==> src/rtl/bcd_display_scan.sv <==
// rtl/bcd_display_scan.sv - multiplexed BCD 7-segment scanner; define BCD_DISPLAY_SCAN_LZB_EN for leading-zero blanking
module bcd_display_scan #(
  parameter int DIGITS      = 4,
  parameter int REFRESH_DIV = 1000,
  parameter int DEAD_CYCLES = 2
) (
  input  logic                  clk,
  input  logic                  rst,
  input  logic [4*DIGITS-1:0]   bcd_in,
  input  logic                  load,
  output logic [6:0]            seg,
  output logic [DIGITS-1:0]     an,
  output logic                  slot_start
);

  localparam int CNT_W = (REFRESH_DIV > 2) ? $clog2(REFRESH_DIV) : 1;
  localparam int IDX_W = (DIGITS > 1) ? $clog2(DIGITS) : 1;
  localparam logic [CNT_W-1:0] CNT_LAST = CNT_W'(REFRESH_DIV - 1);
  localparam logic [IDX_W-1:0] IDX_LAST = IDX_W'(DIGITS - 1);

  logic [CNT_W-1:0]    div_cnt;
  logic [IDX_W-1:0]    dig_idx;
  logic [4*DIGITS-1:0] shadow;
  logic                slot_wrap;
  logic                in_dead;
  logic [3:0]          cur_digit;
  logic                blank;
  logic [6:0]          seg_next;
  logic [DIGITS-1:0]   an_next;

  function automatic logic [6:0] bcd_to_seg(input logic [3:0] d);
    case (d)
      4'd0:    bcd_to_seg = 7'h3F;
      4'd1:    bcd_to_seg = 7'h06;
      4'd2:    bcd_to_seg = 7'h5B;
      4'd3:    bcd_to_seg = 7'h4F;
      4'd4:    bcd_to_seg = 7'h66;
      4'd5:    bcd_to_seg = 7'h6D;
      4'd6:    bcd_to_seg = 7'h7D;
      4'd7:    bcd_to_seg = 7'h07;
      4'd8:    bcd_to_seg = 7'h7F;
      4'd9:    bcd_to_seg = 7'h6F;
      default: bcd_to_seg = 7'h40;
    endcase
  endfunction

  assign slot_wrap = (div_cnt == CNT_LAST);

  generate
    if (DEAD_CYCLES == 0) begin : g_no_dead
      assign in_dead = 1'b0;
    end else begin : g_dead
      assign in_dead = (div_cnt < CNT_W'(DEAD_CYCLES));
    end
  endgenerate

  // Slot timer, digit pointer and tear-free shadow copy of the digits
  always_ff @(posedge clk or negedge rst) begin
    if (!rst) begin
      div_cnt <= '0;
      dig_idx <= '0;
      shadow  <= '0;
    end else begin
      if (slot_wrap) begin
        div_cnt <= '0;
        dig_idx <= (dig_idx == IDX_LAST) ? '0 : dig_idx + IDX_W'(1);
      end else begin
        div_cnt <= div_cnt + CNT_W'(1);
      end
      if (load) shadow <= bcd_in;
    end
  end

  // Pick the active digit, decide blanking and build the next anode/segment pattern
  always_comb begin
    cur_digit = 4'd0;
    an_next   = '1;
    for (int i = 0; i < DIGITS; i++) begin
      if (IDX_W'(i) == dig_idx) begin
        cur_digit  = shadow[i*4 +: 4];
        an_next[i] = 1'b0;
      end
    end
`ifdef BCD_DISPLAY_SCAN_LZB_EN
    // A digit is blank when it and every digit above it are zero; digit 0 always shows
    blank = 1'b0;
    begin : lzb_scan
      logic all_zero;
      all_zero = 1'b1;
      for (int i = DIGITS - 1; i >= 0; i--) begin
        all_zero = all_zero && (shadow[i*4 +: 4] == 4'd0);
        if ((IDX_W'(i) == dig_idx) && (i != 0)) blank = all_zero;
      end
    end
`else
    blank = 1'b0;
`endif
    if (in_dead) begin
      an_next  = '1;
      seg_next = 7'h00;
    end else if (blank) begin
      seg_next = 7'h00;
    end else begin
      seg_next = bcd_to_seg(cur_digit);
    end
  end

  // Register the display drive so it is glitch-free and one cycle behind the scan state
  always_ff @(posedge clk or negedge rst) begin
    if (!rst) begin
      seg        <= 7'h00;
      an         <= '1;
      slot_start <= 1'b0;
    end else begin
      seg        <= seg_next;
      an         <= an_next;
      slot_start <= (div_cnt == '0);
    end
  end

endmodule

==> config.mk <==
export PLATFORM = sky130hd
export DESIGN_NAME = bcd_display_scan
export DESIGN_NICKNAME = d
export VERILOG_FILES = /design/src/rtl/bcd_display_scan.sv
export SDC_FILE = /design/constraint.sdc
export NUM_CORES = 1
export LEC_CHECK = 0
export CAP_MARGIN = 40
export CELL_PAD_IN_SITES_DETAIL_PLACEMENT = 1
export CELL_PAD_IN_SITES_GLOBAL_PLACEMENT = 2
export CORE_MARGIN = 2
export CORE_UTILIZATION = 37
export DETAILED_ROUTE_END_ITERATION = 16
export DONT_BUFFER_PORTS = 1
export PLACE_DENSITY_LB_ADDON = 0.1
export SLEW_MARGIN = 10
export SYNTH_ARGS = -nofsm -noshare
export SYNTH_HDL_FRONTEND = slang
export SYNTH_SLANG_ARGS = --single-unit
==> constraint.sdc <==
create_clock -name clk -period 1.8 [get_ports clk]
set_input_delay 0.18 -clock clk [delete_from_list [all_inputs] [get_ports clk]]
set_output_delay 0.18 -clock clk [all_outputs]
set_load 0.02 [all_outputs]
======== After elaboration in Yosys (flattened, before gate mapping) ========
Memories as Yosys holds them, arrays and structs flattened.
Cells that the tools add are included.
word-level totals
  flip-flop bits (word level) ............. 40
  bits in read-only memories .............. 112
  output and inout bits ................... 12
  memories kept ........................... 1
  input port bits ......................... 19
  logic and storage cells ................. 29
memory list
  name             words  bits a word  rd ports  clocked after memory_dff  write ports  RTL line  source
  (no name shown)  16     7            1         0                         0            32        case (d)
operators by class
  reduce and logical (&&, ||, !) cells .... 2
  order comparisons ....................... 1
  multiplexer cells ....................... 12
  equality and inequality tests ........... 5
  $add $sub $neg .......................... 2
operator list
  operator                                                                        number
  4-bit two-way mux                                                               5
  10-bit by 1-bit adder with 10-bit output (second input constant)                1
  10-bit == test (second input constant)                                          1
  10-bit zero test                                                                1
  10-bit by 2-bit less-than comparator with 1-bit output (second input constant)  1
  10-bit two-way mux                                                              1
  7-bit two-way mux                                                               1
  2-bit == test (first input constant)                                            2
  1-bit two-way mux                                                               4
  2-bit by 1-bit adder with 2-bit output (second input constant)                  1
  1-bit by 2-bit == test with 1-bit output (first input constant)                 1
  2-bit == test (second input constant)                                           1
  2-bit zero test                                                                 1
  2-bit two-way mux                                                               1

======== Logic depth before layout (Yosys ltp) ========
Gate-level depths: netlist of the first run.
An unclocked memory read counts as a cell.
  word-level depth ........................ 7
  depth in mapped cells ................... 11
  depth with buffers taken out ............ 10

======== Least setup slack after synthesis of the first run ========
Ideal clock, no wire load.
  path type ............................... register to register
  start point ............................. register dig_idx[0]
  end point ............................... register seg[6]
  clock period less this slack ............ 1.930 ns
  path buffers ............................ 0
  arrival time ............................ 1.857 ns
  library setup time ...................... 0.073 ns
  data required time ...................... 1.727 ns
  slack ................................... -0.130 ns
  stages on the path, launching flop included .. 10
  path through ............................ dfrtp_1 > inv_1 > ha_1 > nor2_2 > o211ai_1 > o221ai_2 > inv_1 > ha_1 > mux2_4 > a21oi_2
between the ends
  longest elaborated chain between the ends .. 7
  elaborated cells on any way between the ends .. 10
  those cells by class .................... 3 x eq/ne; 5 x mux; 1 x reduce/logical; 1 x memory
ends and longest elaborated chain
  what                             RTL line  source
  from (decl)                      22        logic [IDX_W-1:0] dig_idx;
  from (signal assigned)           66        dig_idx <= (dig_idx == IDX_LAST) ? '0 : dig_idx + IDX_W'(1);
  2-bit zero test                  79        if (IDX_W'(i) == dig_idx) begin
  4-bit two-way mux (3 in series)  79
  4-bit two-way mux *              79
  memory read 16 x 7 bit *         -
  7-bit two-way mux *              98        if (in_dead) begin
  via seg_next[6]                  28        logic [6:0] seg_next;
  to (signal assigned)             115       seg <= seg_next;
  to (decl)                        11        output logic [6:0] seg,
The timed path passes the listed nets; every way through them passes the cells marked *.
A chain may end at the register's enable or synchronous reset.

======== Worst setup path after layout of the first run ========
  start point ............................. register dig_idx[0]
  end point ............................... register seg[0]
The elaborated chain is that of the path after synthesis.

==> qor.json, run 1 <==
{
  "critical_path": {
    "r2r_slack_ps": -140,
    "timing.critical_path.to": "seg[0]$_DFF_PN0_",
    "worst_setup_path_start_kind": "flop",
    "critPathKind": "reg2reg",
    "r2r-end": "seg[0]$_DFF_PN0_",
    "path_max_fanout": 6,
    "setup.worst_path.end_class": "flop",
    "count_of_cells_along_the_worst_register_to_register_path": 9,
    "setup.worst_path.start": "dig_idx[0]$_DFFE_PN0N_",
    "data_arrival_at_the_endpoint_of_the_critical_path_ps": 2120,
    "cp_data_required_time_ps": 1970,
    "worstReg2RegStart": "dig_idx[0]$_DFFE_PN0N_"
  },
  "yosys": {
    "synth_area_um2": 1950,
    "syn_avg_cell_area_um2": 11.9,
    "yosysUniqueCellTypes": 39,
    "fraction_of_registers_with_async_set_or_reset_after_synthesis_pct": 100,
    "synth-edff-count": 0,
    "synth.yosys.warnings": 0,
    "syn_inst": 164,
    "synth_fp_nets": 194,
    "synth_sequential_area_ratio_pct": 51.5,
    "synth-seq-cells": 40,
    "yosys_most_used_dff": "sky130_fd_sc_hd__dfrtp_1"
  },
  "die": {
    "floorplan.io_pins": 31,
    "std_cell_rows": 26,
    "die_width_um": 76.7,
    "fp.dieH_um": 76.7,
    "effective_utilization_at_floorplan_pct": 38.3,
    "fp.coreArea_um2": 5110,
    "design.die.area_um2": 5880
  },
  "global_route": {
    "grt-ovfl-total": 0,
    "first_global_vias": 1492,
    "grt_pass1_wl_mm": 7.45,
    "globalRouteTotalUtil_pct": 16.1,
    "largest_net_degree_at_the_start_of_global_routing": 41,
    "grt_antenna_before_repair": 0
  },
  "status": {
    "status": "finished, violations left",
    "failing_checks": "negative setup slack"
  },
  "sta": {
    "post-route-min-period_ps": 1940,
    "max_freq_mhz": 515,
    "worst_pin_slew_ps": 450,
    "finalHoldViolations": 0,
    "grt_setup_unrepaired": "yes",
    "setup-violations-final": 7,
    "postLayoutSetupSlackWorst_ps": -142,
    "clock-skew-final_ps": 8.63,
    "slew-limit-headroom_pct": 70.0,
    "finalMaxSlewViolations": 0,
    "min_period_over_period_pct": 108,
    "whs_ps": 33.4
  },
  "power_and_ir_drop": {
    "power_density_nw_per_um2": 813,
    "static-leakage-power_nw": 1.04,
    "worst_ir_drop_vdd_mv": 0.304
  },
  "min_path": {
    "timing.hold.worst.start": "bcd_in[3]",
    "worst_min_delay_path_class": "in2reg"
  },
  "place": {
    "placement.cell_area_um2": 2150,
    "preCtsSetupSlack_ps": -162,
    "dp_hpwl_mm": 3.13,
    "gp_routability_congestion": 0.827,
    "placement.io_buffers": 0
  },
  "layout": {
    "final_common_cell": "sky130_fd_sc_hd__dfrtp_1",
    "syn_to_final_growth_pct": 25.5,
    "layout.cell_area.non_filler_um2": 2450,
    "layout_common_cells": "sky130_fd_sc_hd__dfrtp_1, sky130_fd_sc_hd__buf_4, sky130_fd_sc_hd__mux2_2, sky130_fd_sc_hd__nand2_1, sky130_fd_sc_hd__nor2_1",
    "diodes": 0,
    "drive_above_1_share_pct": 45.5,
    "filler_cell_count": 550,
    "finish.net_count": 220
  },
  "clock_tree": {
    "tritoncts": "done",
    "max-clock-path-buffers": 2,
    "worst_skew_pair.late_latency_ps": 290,
    "clkSinkCount": 40,
    "ctsRootBufferMaster": "sky130_fd_sc_hd__clkbuf_8",
    "tritoncts.num_buffers": 5,
    "ctsHtreeMaxLevel": 2,
    "clk_pin_slew_ps": 80
  },
  "drt": {
    "avgViaCountPerCell": 5.03,
    "drt_pass1_iterations": 4,
    "drc": 0,
    "detailedRoute.firstIterationViolations": 35,
    "vias": 1314,
    "route.antenna.remaining_nets": 0,
    "wirelength_routed_mm": 4.36,
    "wl_per_cell_um": 16.7
  },
  "run": {
    "drv_cap": 0
  }
}
[metrics by stage]
step	total power [mW]	TNS (ps)	util [%]	instances
finish	1.99	-760	48.0	261
CTS	2.03	-830	47.9	261
detailed placement	1.23	-862	42.2	245
global route	2.09	-1490	48.0	261
floorplan	1.18	0	-	164
global placement	1.22	-376	42.2	245
[state kept, by name (all words and copies together) (netlist names)]
register    flops
an              4
dig_idx         2
div_cnt        10
seg             7
shadow         16
slot_start      1
[how the worst min path moves through the flow]
stage / to / slack, ps / depth (start not counted)
2_1_floorplan: dig_idx[0]$_DFFE_PN0N_ / -120 / 0
3_3_place_gp: shadow[13]$_DFFE_PN0P_ / -110 / 0
3_5_place_dp: shadow[15]$_DFFE_PN0P_ / -110 / 0
4_1_cts: shadow[3]$_DFFE_PN0P_ / 20 / 1
5_1_grt: shadow[4]$_DFFE_PN0P_ / 20 / 1
6_report: shadow[3]$_DFFE_PN0P_ / 30 / 1
[layout make-up]
| type | count | area [um^2] | share of cell area [%] |
|---|---|---|---|
| Clock inverter | 2 | 35.0 | 1.43 |
| Inverter | 10 | 45.0 | 1.84 |
| Timing Repair Buffer | 24 | 199 | 8.11 |
| Clock buffer | 6 | 72.6 | 2.96 |
| Multi-Input combinational cell | 109 | 1000 | 41.0 |
| Sequential cell | 40 | 1010 | 41.1 |
| Tap cell | 70 | 87.6 | 3.57 |
[cell usage after synthesis (3+ instances only)]
master / count / share of area (%)
sky130_fd_sc_hd__o221ai_2: 3 / 2.3
sky130_fd_sc_hd__dfstp_2: 4 / 5.4
sky130_fd_sc_hd__ha_1: 11 / 7.0
sky130_fd_sc_hd__nand2_1: 18 / 3.5
sky130_fd_sc_hd__dfrtp_1: 36 / 46
sky130_fd_sc_hd__o21ai_1: 3 / 0.77
sky130_fd_sc_hd__nor2_1: 7 / 1.3
sky130_fd_sc_hd__and3_1: 3 / 0.96
sky130_fd_sc_hd__mux2i_1: 3 / 1.5
sky130_fd_sc_hd__nand3_1: 5 / 1.3
sky130_fd_sc_hd__a21oi_1: 4 / 1.0
sky130_fd_sc_hd__inv_1: 9 / 1.7
sky130_fd_sc_hd__xnor2_1: 3 / 1.3
sky130_fd_sc_hd__mux2_2: 16 / 9.2
sky130_fd_sc_hd__o211ai_1: 3 / 1.2
sky130_fd_sc_hd__xor2_1: 3 / 1.3
sky130_fd_sc_hd__o32ai_1: 3 / 1.3
[power breakdown]
part | switching, mW | internal, mW | leakage (nW) | total, mW
Combinational | 0.113 | 0.127 | 0.508 | 0.240
Sequential | 0.0697 | 0.960 | 0.475 | 1.03
Clock | 0.311 | 0.412 | 0.0552 | 0.722
[per-layer routing]
metal | GRT usage [%] | vias up | part of all wire, %
li1 | - | 623 | -
met1 | 19.5 | 660 | 44
met2 | 27.7 | 23 | 52
met3 | 2.82 | 8 | 2.5
met4 | 7.45 | 0 | 1.8
met5 | 0 | - | 0
[kinds of logic (layout without fill, tap and decap cells)]
family                   after synthesis  after routing  synth area share, %
flip-flops                            40             40                 51.5
multiplexers                          20             20                 11.5
adder cells (fa/ha/maj)               11             11                 7.04
buffers and inverters                 15             42                 3.71
XOR/XNOR                               6              6                 2.69
AO/OA/AOI/OAI                         25             25                 10.6
AND/OR/NAND/NOR                       47             47                 13.0
[worst max-delay path: stages (launching register included)]
cell                       delay (ps)
sky130_fd_sc_hd__dfrtp_2          460
sky130_fd_sc_hd__buf_6            130
sky130_fd_sc_hd__ha_4             170
sky130_fd_sc_hd__o211ai_1         200
sky130_fd_sc_hd__o211ai_1         220
sky130_fd_sc_hd__inv_1            140
sky130_fd_sc_hd__ha_2             180
sky130_fd_sc_hd__inv_2             40
sky130_fd_sc_hd__mux2i_4          170
sky130_fd_sc_hd__o32ai_2          100
[repair_timing]
item,4_1_cts,5_1_grt
pin swaps,12,6
buffers inserted,6,0
hold endpoints to repair,40,0
hold buffers,2,0
resized for setup,22,2
setup endpoints to repair,7,7
Note: power is estimated with default switching activity, not from simulation.
==> run 2, diff against run 1 <==
- RECOVER_POWER: unset -> 100
==> qor.json, run 2 (same netlist as run 1, synthesis figures left out) <==
{
  "sta": {
    "postLayoutSetupSlackWorst": {"value": -156, "unit": "ps", "change": "was -142 ps"},
    "finalMaxSlewViolations": {"value": 0, "change": "unchanged"},
    "max_freq": {"value": 511, "unit": "MHz", "change": "was 515 MHz"},
    "grt_setup_unrepaired": {"value": "yes", "change": "unchanged"},
    "slew-limit-headroom": {"value": 34.8, "unit": "%", "change": "was 70.0%"},
    "clock-skew-final": {"value": 7.12, "unit": "ps", "change": "was 8.63 ps"},
    "whs": {"value": 36.7, "unit": "ps", "change": "was 33.4 ps"},
    "worst_pin_slew": {"value": 978, "unit": "ps", "change": "was 450 ps"},
    "min_period_over_period": {"value": 109, "unit": "%", "change": "was 108%"},
    "post-route-min-period": {"value": 1960, "unit": "ps", "change": "was 1940 ps"},
    "setup-violations-final": {"value": 7, "change": "unchanged"},
    "finalHoldViolations": {"value": 0, "change": "unchanged"}
  },
  "die": {
    "effective_utilization_at_floorplan": {"value": 38.3, "unit": "%", "change": "unchanged"},
    "die_width": {"value": 76.7, "unit": "um", "change": "unchanged"},
    "std_cell_rows": {"value": 26, "change": "unchanged"},
    "design.die.area": {"value": 5880, "unit": "um^2", "change": "unchanged"},
    "fp.dieH": {"value": 76.7, "unit": "um", "change": "unchanged"},
    "floorplan.io_pins": {"value": 31, "change": "unchanged"},
    "fp.coreArea": {"value": 5110, "unit": "um^2", "change": "unchanged"}
  },
  "status": {
    "failing_checks": {"value": "negative setup slack", "change": "unchanged"},
    "status": {"value": "finished, violations left", "change": "unchanged"}
  },
  "drt": {
    "drt_pass1_iterations": {"value": 4, "change": "unchanged"},
    "avgViaCountPerCell": {"value": 5.05, "change": "was 5.03"},
    "drc": {"value": 0, "change": "unchanged"},
    "vias": {"value": 1318, "change": "was 1,314"},
    "wirelength_routed": {"value": 4.33, "unit": "mm", "change": "was 4.36 mm"},
    "detailedRoute.firstIterationViolations": {"value": 34, "change": "was 35"},
    "wl_per_cell": {"value": 16.6, "unit": "um", "change": "was 16.7 um"},
    "route.antenna.remaining_nets": {"value": 0, "change": "unchanged"}
  },
  "layout": {
    "drive_above_1_share": {"value": 44.5, "unit": "%", "change": "was 45.5%"},
    "finish.cell_count_without_fillers": {"value": 261, "change": "unchanged"},
    "final_util": {"value": 47.6, "unit": "%", "change": "was 48.0%"},
    "largest_reg_flops": {"value": 16, "change": "unchanged"},
    "diodes": {"value": 0, "change": "unchanged"},
    "layout_common_cells": {"value": "sky130_fd_sc_hd__dfrtp_1, sky130_fd_sc_hd__buf_4, sky130_fd_sc_hd__mux2_2, sky130_fd_sc_hd__nand2_1, sky130_fd_sc_hd__nor2_1", "change": "unchanged"},
    "finish.net_count": {"value": 220, "change": "unchanged"},
    "final_common_cell": {"value": "sky130_fd_sc_hd__dfrtp_1", "change": "unchanged"},
    "biggest_register": {"value": "shadow", "change": "unchanged"},
    "syn_to_final_growth": {"value": 24.3, "unit": "%", "change": "was 25.5%"},
    "reg.largest.list": {"value": "shadow: 16 flops, div_cnt: 10 flops, seg: 7 flops", "change": "unchanged"}
  },
  "critical_path": {
    "timing.critical_path.to": {"value": "seg[0]$_DFF_PN0_", "change": "unchanged"},
    "r2r_slack": {"value": -160, "unit": "ps", "change": "was -140 ps"},
    "setup.worst_path.end_class": {"value": "flop", "change": "unchanged"},
    "worst_setup_path_start_kind": {"value": "flop", "change": "unchanged"},
    "critical_path.top_delay_family": {"value": "compound AO/OA/AOI/OAI gates", "change": "unchanged"},
    "worstReg2RegStart": {"value": "dig_idx[0]$_DFFE_PN0N_", "change": "unchanged"},
    "count_of_cells_along_the_worst_register_to_register_path": {"value": 9, "change": "unchanged"},
    "cp_data_required_time": {"value": 1970, "unit": "ps", "change": "about the same"},
    "critPathKind": {"value": "reg2reg", "change": "unchanged"},
    "path_common_cell": {"value": "sky130_fd_sc_hd__o211ai_1", "change": "unchanged"},
    "r2r-end": {"value": "seg[0]$_DFF_PN0_", "change": "unchanged"},
    "cp_num_cells": {"value": 9, "change": "unchanged"},
    "setup.worst_path.start": {"value": "dig_idx[0]$_DFFE_PN0N_", "change": "unchanged"},
    "critical-path-slowest-cell": {"value": "sky130_fd_sc_hd__dfrtp_2", "change": "unchanged"},
    "data_arrival_at_the_endpoint_of_the_critical_path": {"value": 2130, "unit": "ps", "change": "was 2120 ps"},
    "path_max_fanout": {"value": 6, "change": "unchanged"},
    "path_cells": {"value": "buf_6, ha_4, o211ai_1, o211ai_1, inv_1, ha_2, inv_2, mux2i_4, o32ai_2", "change": "unchanged"},
    "critPathBufInv": {"value": 3, "change": "unchanged"},
    "critical-path-max-stage-delay": {"value": 460, "unit": "ps", "change": "about the same"}
  },
  "global_route": {
    "grt_antenna_before_repair": {"value": 0, "change": "unchanged"},
    "first_global_vias": {"value": 1492, "change": "unchanged"},
    "grt_pass1_wl": {"value": 7.45, "unit": "mm", "change": "unchanged"},
    "grt-ovfl-total": {"value": 0, "change": "unchanged"},
    "largest_net_degree_at_the_start_of_global_routing": {"value": 41, "change": "unchanged"},
    "globalRouteTotalUtil": {"value": 16.1, "unit": "%", "change": "unchanged"}
  },
  "place": {
    "placement.io_buffers": {"value": 0, "change": "unchanged"},
    "count_of_placed_standard_cells_including_taps": {"value": 245, "change": "unchanged"},
    "gp_routability_congestion": {"value": 0.827, "change": "unchanged"},
    "dp_hpwl": {"value": 3.13, "unit": "mm", "change": "unchanged"}
  },
  "min_path": {
    "worst_min_delay_path_class": {"value": "in2reg", "change": "unchanged"}
  },
  "clock_tree": {
    "ctsRootBufferMaster": {"value": "sky130_fd_sc_hd__clkbuf_8", "change": "unchanged"},
    "tritoncts": {"value": "done", "change": "unchanged"},
    "worst_skew_pair.late_latency": {"value": 290, "unit": "ps", "change": "about the same"},
    "clk_pin_slew": {"value": 80, "unit": "ps", "change": "about the same"},
    "tritoncts.num_buffers": {"value": 5, "change": "unchanged"},
    "ctsHtreeMaxLevel": {"value": 2, "change": "unchanged"},
    "max-clock-path-buffers": {"value": 2, "change": "unchanged"},
    "clkSinkCount": {"value": 40, "change": "unchanged"}
  },
  "power_and_ir_drop": {
    "finalPower": {"value": 1.99, "unit": "mW", "change": "about the same"},
    "worst_ir_drop_vdd": {"value": 0.304, "unit": "mV", "change": "about the same"},
    "power_density": {"value": 818, "unit": "nW/um^2", "change": "was 813 nW/um^2"},
    "static-leakage-power": {"value": 1.03, "unit": "nW", "change": "was 1.04 nW"}
  },
  "run": {
    "drv_cap": {"value": 0, "change": "unchanged"}
  }
}
==> run 2: layout make-up <==
| class | instances | area [um^2] |
|---|---|---|
| Fill cell | 553 | 2680 |
| Sequential cell | 40 | 1010 |
| Tap cell | 70 | 87.6 |
| Timing Repair Buffer | 24 | 180 |
| Clock inverter | 2 | 35.0 |
| Multi-Input combinational cell | 109 | 1000 |
| Clock buffer | 6 | 72.6 |
| Inverter | 10 | 45.0 |
==> run 2: what timing repair did <==
action / in CTS / in global routing
buffers inserted: 6 / 0
endpoints found under the hold margin: 40 / 0
pin swaps: 12 / 6
endpoints found under the setup margin: 7 / 7
resized for setup: 22 / 2
hold buffers: 2 / 0
==> run 2: report_power, final <==
group	leakage [nW]	switching [mW]	total, mW	internal [mW]
Clock	0.0552	0.308	0.720	0.412
Sequential	0.475	0.0697	1.03	0.960
Combinational	0.499	0.113	0.236	0.123
Total	1.03	0.491	1.99	1.49
==> run 2: worst register-to-register path: cells and delay by family, from the launching register on <==
family	cells	cell delay, ps
AO/OA/AOI/OAI	3	540
flip-flops	1	460
adder cells (fa/ha/maj)	2	350
buffers and inverters	3	320
multiplexers	1	180
==> run 2: worst min path at each step <==
stage	startpoint	endpoint	slack (ps)	depth (start not counted)
floorplan	rst	dig_idx[0]$_DFFE_PN0N_	-120	0
global placement	rst	shadow[13]$_DFFE_PN0P_	-110	0
detailed placement	rst	shadow[15]$_DFFE_PN0P_	-110	0
CTS	bcd_in[3]	shadow[3]$_DFFE_PN0P_	20	1
global route	bcd_in[4]	shadow[4]$_DFFE_PN0P_	20	1
finish	bcd_in[3]	shadow[3]$_DFFE_PN0P_	40	1
==> run 2: stage by stage <==
stage	TNS, ps	instance area, um^2	setup WS [ps]
global route	-1670	2430	-239
global placement	-376	2150	-103
finish	-812	2430	-156
floorplan	0	1980	3.20
CTS	-830	2450	-137
detailed placement	-862	2150	-162
==> run 2: metal layers <==
metal  part of all wire, %  GRT usage (%)  up-vias  wire length [um]
li1                      -              -      624                 -
met2                    52           27.7       22              2240
met5                     0              0        -                 0
met3                   2.4           2.82       11               106
met1                    43           19.5      661              1880
met4                   2.3           7.45        0                99
==> run 3, diff against run 2 <==
- CORE_UTILIZATION: 37 -> 44
- RECOVER_POWER: 100 -> 50
- clock period: 1.8 -> 2.3 ns (I/O delays scaled with it)
==> qor.json, run 3 (same netlist as run 1, synthesis figures left out) <==
{
  "layout": {
    "final_util": {"value": 50.5, "unit": "%", "change": "was 47.6%"},
    "finish.cell_count_without_fillers": {"value": 224, "change": "was 261"},
    "biggest_register": {"value": "shadow", "change": "unchanged"},
    "reg.largest.list": {"value": "shadow: 16 flops, div_cnt: 10 flops, seg: 7 flops", "change": "unchanged"},
    "drive_above_1_share": {"value": 29.7, "unit": "%", "change": "was 44.5%"},
    "diodes": {"value": 0, "change": "unchanged"},
    "finish.net_count": {"value": 201, "change": "was 220"},
    "final_common_cell": {"value": "sky130_fd_sc_hd__dfrtp_1", "change": "unchanged"},
    "syn_to_final_growth": {"value": 11.7, "unit": "%", "change": "was 24.3%"},
    "layout_common_cells": {"value": "sky130_fd_sc_hd__dfrtp_1, sky130_fd_sc_hd__nand2_1, sky130_fd_sc_hd__mux2_2, sky130_fd_sc_hd__inv_1, sky130_fd_sc_hd__ha_1", "change": "was sky130_fd_sc_hd__dfrtp_1, sky130_fd_sc_hd__buf_4, sky130_fd_sc_hd__mux2_2, sky130_fd_sc_hd__nand2_1, sky130_fd_sc_hd__nor2_1"},
    "largest_reg_flops": {"value": 16, "change": "unchanged"}
  },
  "place": {
    "gp_routability_congestion": {"value": 0.785, "change": "was 0.827"},
    "dp_hpwl": {"value": 2.91, "unit": "mm", "change": "was 3.13 mm"},
    "placement.io_buffers": {"value": 0, "change": "unchanged"},
    "count_of_placed_standard_cells_including_taps": {"value": 212, "change": "was 245"}
  },
  "critical_path": {
    "setup.worst_path.end_class": {"value": "flop", "change": "unchanged"},
    "count_of_cells_along_the_worst_register_to_register_path": {"value": 8, "change": "was 9"},
    "data_arrival_at_the_endpoint_of_the_critical_path": {"value": 2430, "unit": "ps", "change": "was 2130 ps"},
    "worstReg2RegStart": {"value": "dig_idx[0]$_DFFE_PN0N_", "change": "unchanged"},
    "worst_setup_path_start_kind": {"value": "flop", "change": "unchanged"},
    "r2r_slack": {"value": 70, "unit": "ps", "change": "was -160 ps"},
    "path_max_fanout": {"value": 8, "change": "was 6"},
    "r2r-end": {"value": "seg[3]$_DFF_PN0_", "change": "was seg[0]$_DFF_PN0_"},
    "critPathKind": {"value": "reg2reg", "change": "unchanged"},
    "cp_data_required_time": {"value": 2500, "unit": "ps", "change": "was 1970 ps"}
  },
  "global_route": {
    "grt_antenna_before_repair": {"value": 0, "change": "unchanged"},
    "globalRouteTotalUtil": {"value": 17.3, "unit": "%", "change": "was 16.1%"},
    "largest_net_degree_at_the_start_of_global_routing": {"value": 41, "change": "unchanged"},
    "first_global_vias": {"value": 1324, "change": "was 1,492"},
    "grt_pass1_wl": {"value": 6.64, "unit": "mm", "change": "was 7.45 mm"},
    "grt-ovfl-total": {"value": 0, "change": "unchanged"}
  },
  "sta": {
    "max_freq": {"value": 448, "unit": "MHz", "change": "was 511 MHz"},
    "clock-skew-final": {"value": 5.69, "unit": "ps", "change": "was 7.12 ps"},
    "worst_pin_slew": {"value": 958, "unit": "ps", "change": "was 978 ps"},
    "setup-violations-final": {"value": 0, "change": "was 7"},
    "slew-limit-headroom": {"value": 36.1, "unit": "%", "change": "was 34.8%"},
    "min_period_over_period": {"value": 97.0, "unit": "%", "change": "was 109%"},
    "post-route-min-period": {"value": 2230, "unit": "ps", "change": "was 1960 ps"},
    "finalMaxSlewViolations": {"value": 0, "change": "unchanged"},
    "finalHoldViolations": {"value": 0, "change": "unchanged"}
  },
  "die": {
    "fp.coreArea": {"value": 4320, "unit": "um^2", "change": "was 5110 um^2"},
    "floorplan.io_pins": {"value": 31, "change": "unchanged"},
    "die_width": {"value": 70.6, "unit": "um", "change": "was 76.7 um"},
    "effective_utilization_at_floorplan": {"value": 45.2, "unit": "%", "change": "was 38.3%"},
    "fp.dieH": {"value": 70.6, "unit": "um", "change": "was 76.7 um"},
    "design.die.area": {"value": 4990, "unit": "um^2", "change": "was 5880 um^2"},
    "std_cell_rows": {"value": 24, "change": "was 26"}
  },
  "power_and_ir_drop": {
    "worst_ir_drop_vdd": {"value": 0.413, "unit": "mV", "change": "was 0.304 mV"},
    "power_density": {"value": 726, "unit": "nW/um^2", "change": "was 818 nW/um^2"},
    "finalPower": {"value": 1.58, "unit": "mW", "change": "was 1.99 mW"},
    "static-leakage-power": {"value": 0.955, "unit": "nW", "change": "was 1.03 nW"}
  },
  "status": {
    "status": {"value": "complete, no violations", "change": "was finished, violations left"}
  },
  "run": {
    "drv_cap": {"value": 0, "change": "unchanged"}
  },
  "drt": {
    "vias": {"value": 1255, "change": "was 1,318"},
    "avgViaCountPerCell": {"value": 5.60, "change": "was 5.05"},
    "drt_pass1_iterations": {"value": 4, "change": "unchanged"},
    "drc": {"value": 0, "change": "unchanged"},
    "detailedRoute.firstIterationViolations": {"value": 35, "change": "was 34"},
    "wirelength_routed": {"value": 4.04, "unit": "mm", "change": "was 4.33 mm"},
    "route.antenna.remaining_nets": {"value": 0, "change": "unchanged"},
    "wl_per_cell": {"value": 18.0, "unit": "um", "change": "was 16.6 um"}
  },
  "min_path": {
    "min_path_cells": {"value": 1, "change": "unchanged"},
    "timing.hold.worst.start": {"value": "bcd_in[3]", "change": "unchanged"},
    "worst_min_delay_path_class": {"value": "in2reg", "change": "unchanged"},
    "worst_hold_path.endpoint": {"value": "shadow[3]$_DFFE_PN0P_", "change": "unchanged"}
  },
  "clock_tree": {
    "tritoncts": {"value": "done", "change": "unchanged"},
    "clk_pin_slew": {"value": 80, "unit": "ps", "change": "about the same"},
    "ctsRootBufferMaster": {"value": "sky130_fd_sc_hd__clkbuf_8", "change": "unchanged"},
    "clkSinkCount": {"value": 40, "change": "unchanged"},
    "worst_skew_pair.late_latency": {"value": 290, "unit": "ps", "change": "about the same"},
    "ctsHtreeMaxLevel": {"value": 2, "change": "unchanged"},
    "tritoncts.num_buffers": {"value": 5, "change": "unchanged"},
    "max-clock-path-buffers": {"value": 2, "change": "unchanged"}
  }
}
## run 3: changes by cell type in the layout (fill, tap and decap cells not counted), moves of 3 or more
cell                      before  now
sky130_fd_sc_hd__ha_1          3    8
sky130_fd_sc_hd__buf_4        20    3
sky130_fd_sc_hd__inv_1         5    9
sky130_fd_sc_hd__nand2_1      15   18
sky130_fd_sc_hd__ha_4          5    0
sky130_fd_sc_hd__nand2_2       3    0
## run 3: power by group
| group | leakage, nW | internal, mW | switching [mW] | total (mW) |
|---|---|---|---|---|
| Sequential | 0.478 | 0.751 | 0.0541 | 0.806 |
| Combinational | 0.413 | 0.0771 | 0.0776 | 0.155 |
| Clock | 0.0645 | 0.383 | 0.241 | 0.624 |
| Total | 0.955 | 1.21 | 0.373 | 1.58 |
## run 3: routing by layer
layer	GRT usage [%]	routed length, um
met1	20.4	1740
met2	30.1	2080
met3	4.99	155
met4	6.29	64
met5	0	0
## run 3: area by class of cell
class | count | area (um^2)
clock buffers | 7 | 96.3
clock inverters | 1 | 30.0
fillers | 469 | 2140
inverters | 10 | 40.0
multi-input cells | 109 | 907
flip-flops and latches | 40 | 1010
well taps | 52 | 65.1
repair buffers | 5 | 37.5
## run 3: through the flow
step / TNS, ps / hold WS (ps) / instance area [um^2] / setup WS, ps
global placement: 0 / -64.7 / 1990 / 199
CTS: 0 / 75.2 / 2150 / 66.9
floorplan: 0 / -65.6 / 1950 / 370
global route: -172 / 65.4 / 2180 / -74.9
detailed placement: 0 / -64.8 / 1990 / 101
finish: 0 / 80.8 / 2180 / 68.8
## run 3: worst max path at each step
stage / from / to / slack (ps) / cells after the start
after floorplan: dig_idx[0]$_DFFE_PN0N_ / seg[6]$_DFF_PN0_ / 370 / 9
after global placement: dig_idx[0]$_DFFE_PN0N_ / seg[6]$_DFF_PN0_ / 200 / 9
after detailed placement: dig_idx[0]$_DFFE_PN0N_ / seg[3]$_DFF_PN0_ / 100 / 8
after CTS: dig_idx[0]$_DFFE_PN0N_ / seg[3]$_DFF_PN0_ / 70 / 8
after global routing: dig_idx[0]$_DFFE_PN0N_ / seg[1]$_DFF_PN0_ / -70 / 9
final: dig_idx[0]$_DFFE_PN0N_ / seg[3]$_DFF_PN0_ / 70 / 8
## run 3: worst max-delay path, stage by stage, from the launching register on
cell	delay [ps]
sky130_fd_sc_hd__dfrtp_1	410
sky130_fd_sc_hd__inv_1	140
sky130_fd_sc_hd__ha_2	250
sky130_fd_sc_hd__nand2_1	90
sky130_fd_sc_hd__o211ai_1	350
sky130_fd_sc_hd__o221ai_4	230
sky130_fd_sc_hd__inv_1	140
sky130_fd_sc_hd__ha_1	270
sky130_fd_sc_hd__o32ai_2	270
## run 3: repair_timing
action | CTS | global route
setup endpoints to repair | 0 | 5
hold buffers | 2 | 0
resized for setup | 0 | 6
setup buffers | 0 | 2
hold endpoints to repair | 40 | 0
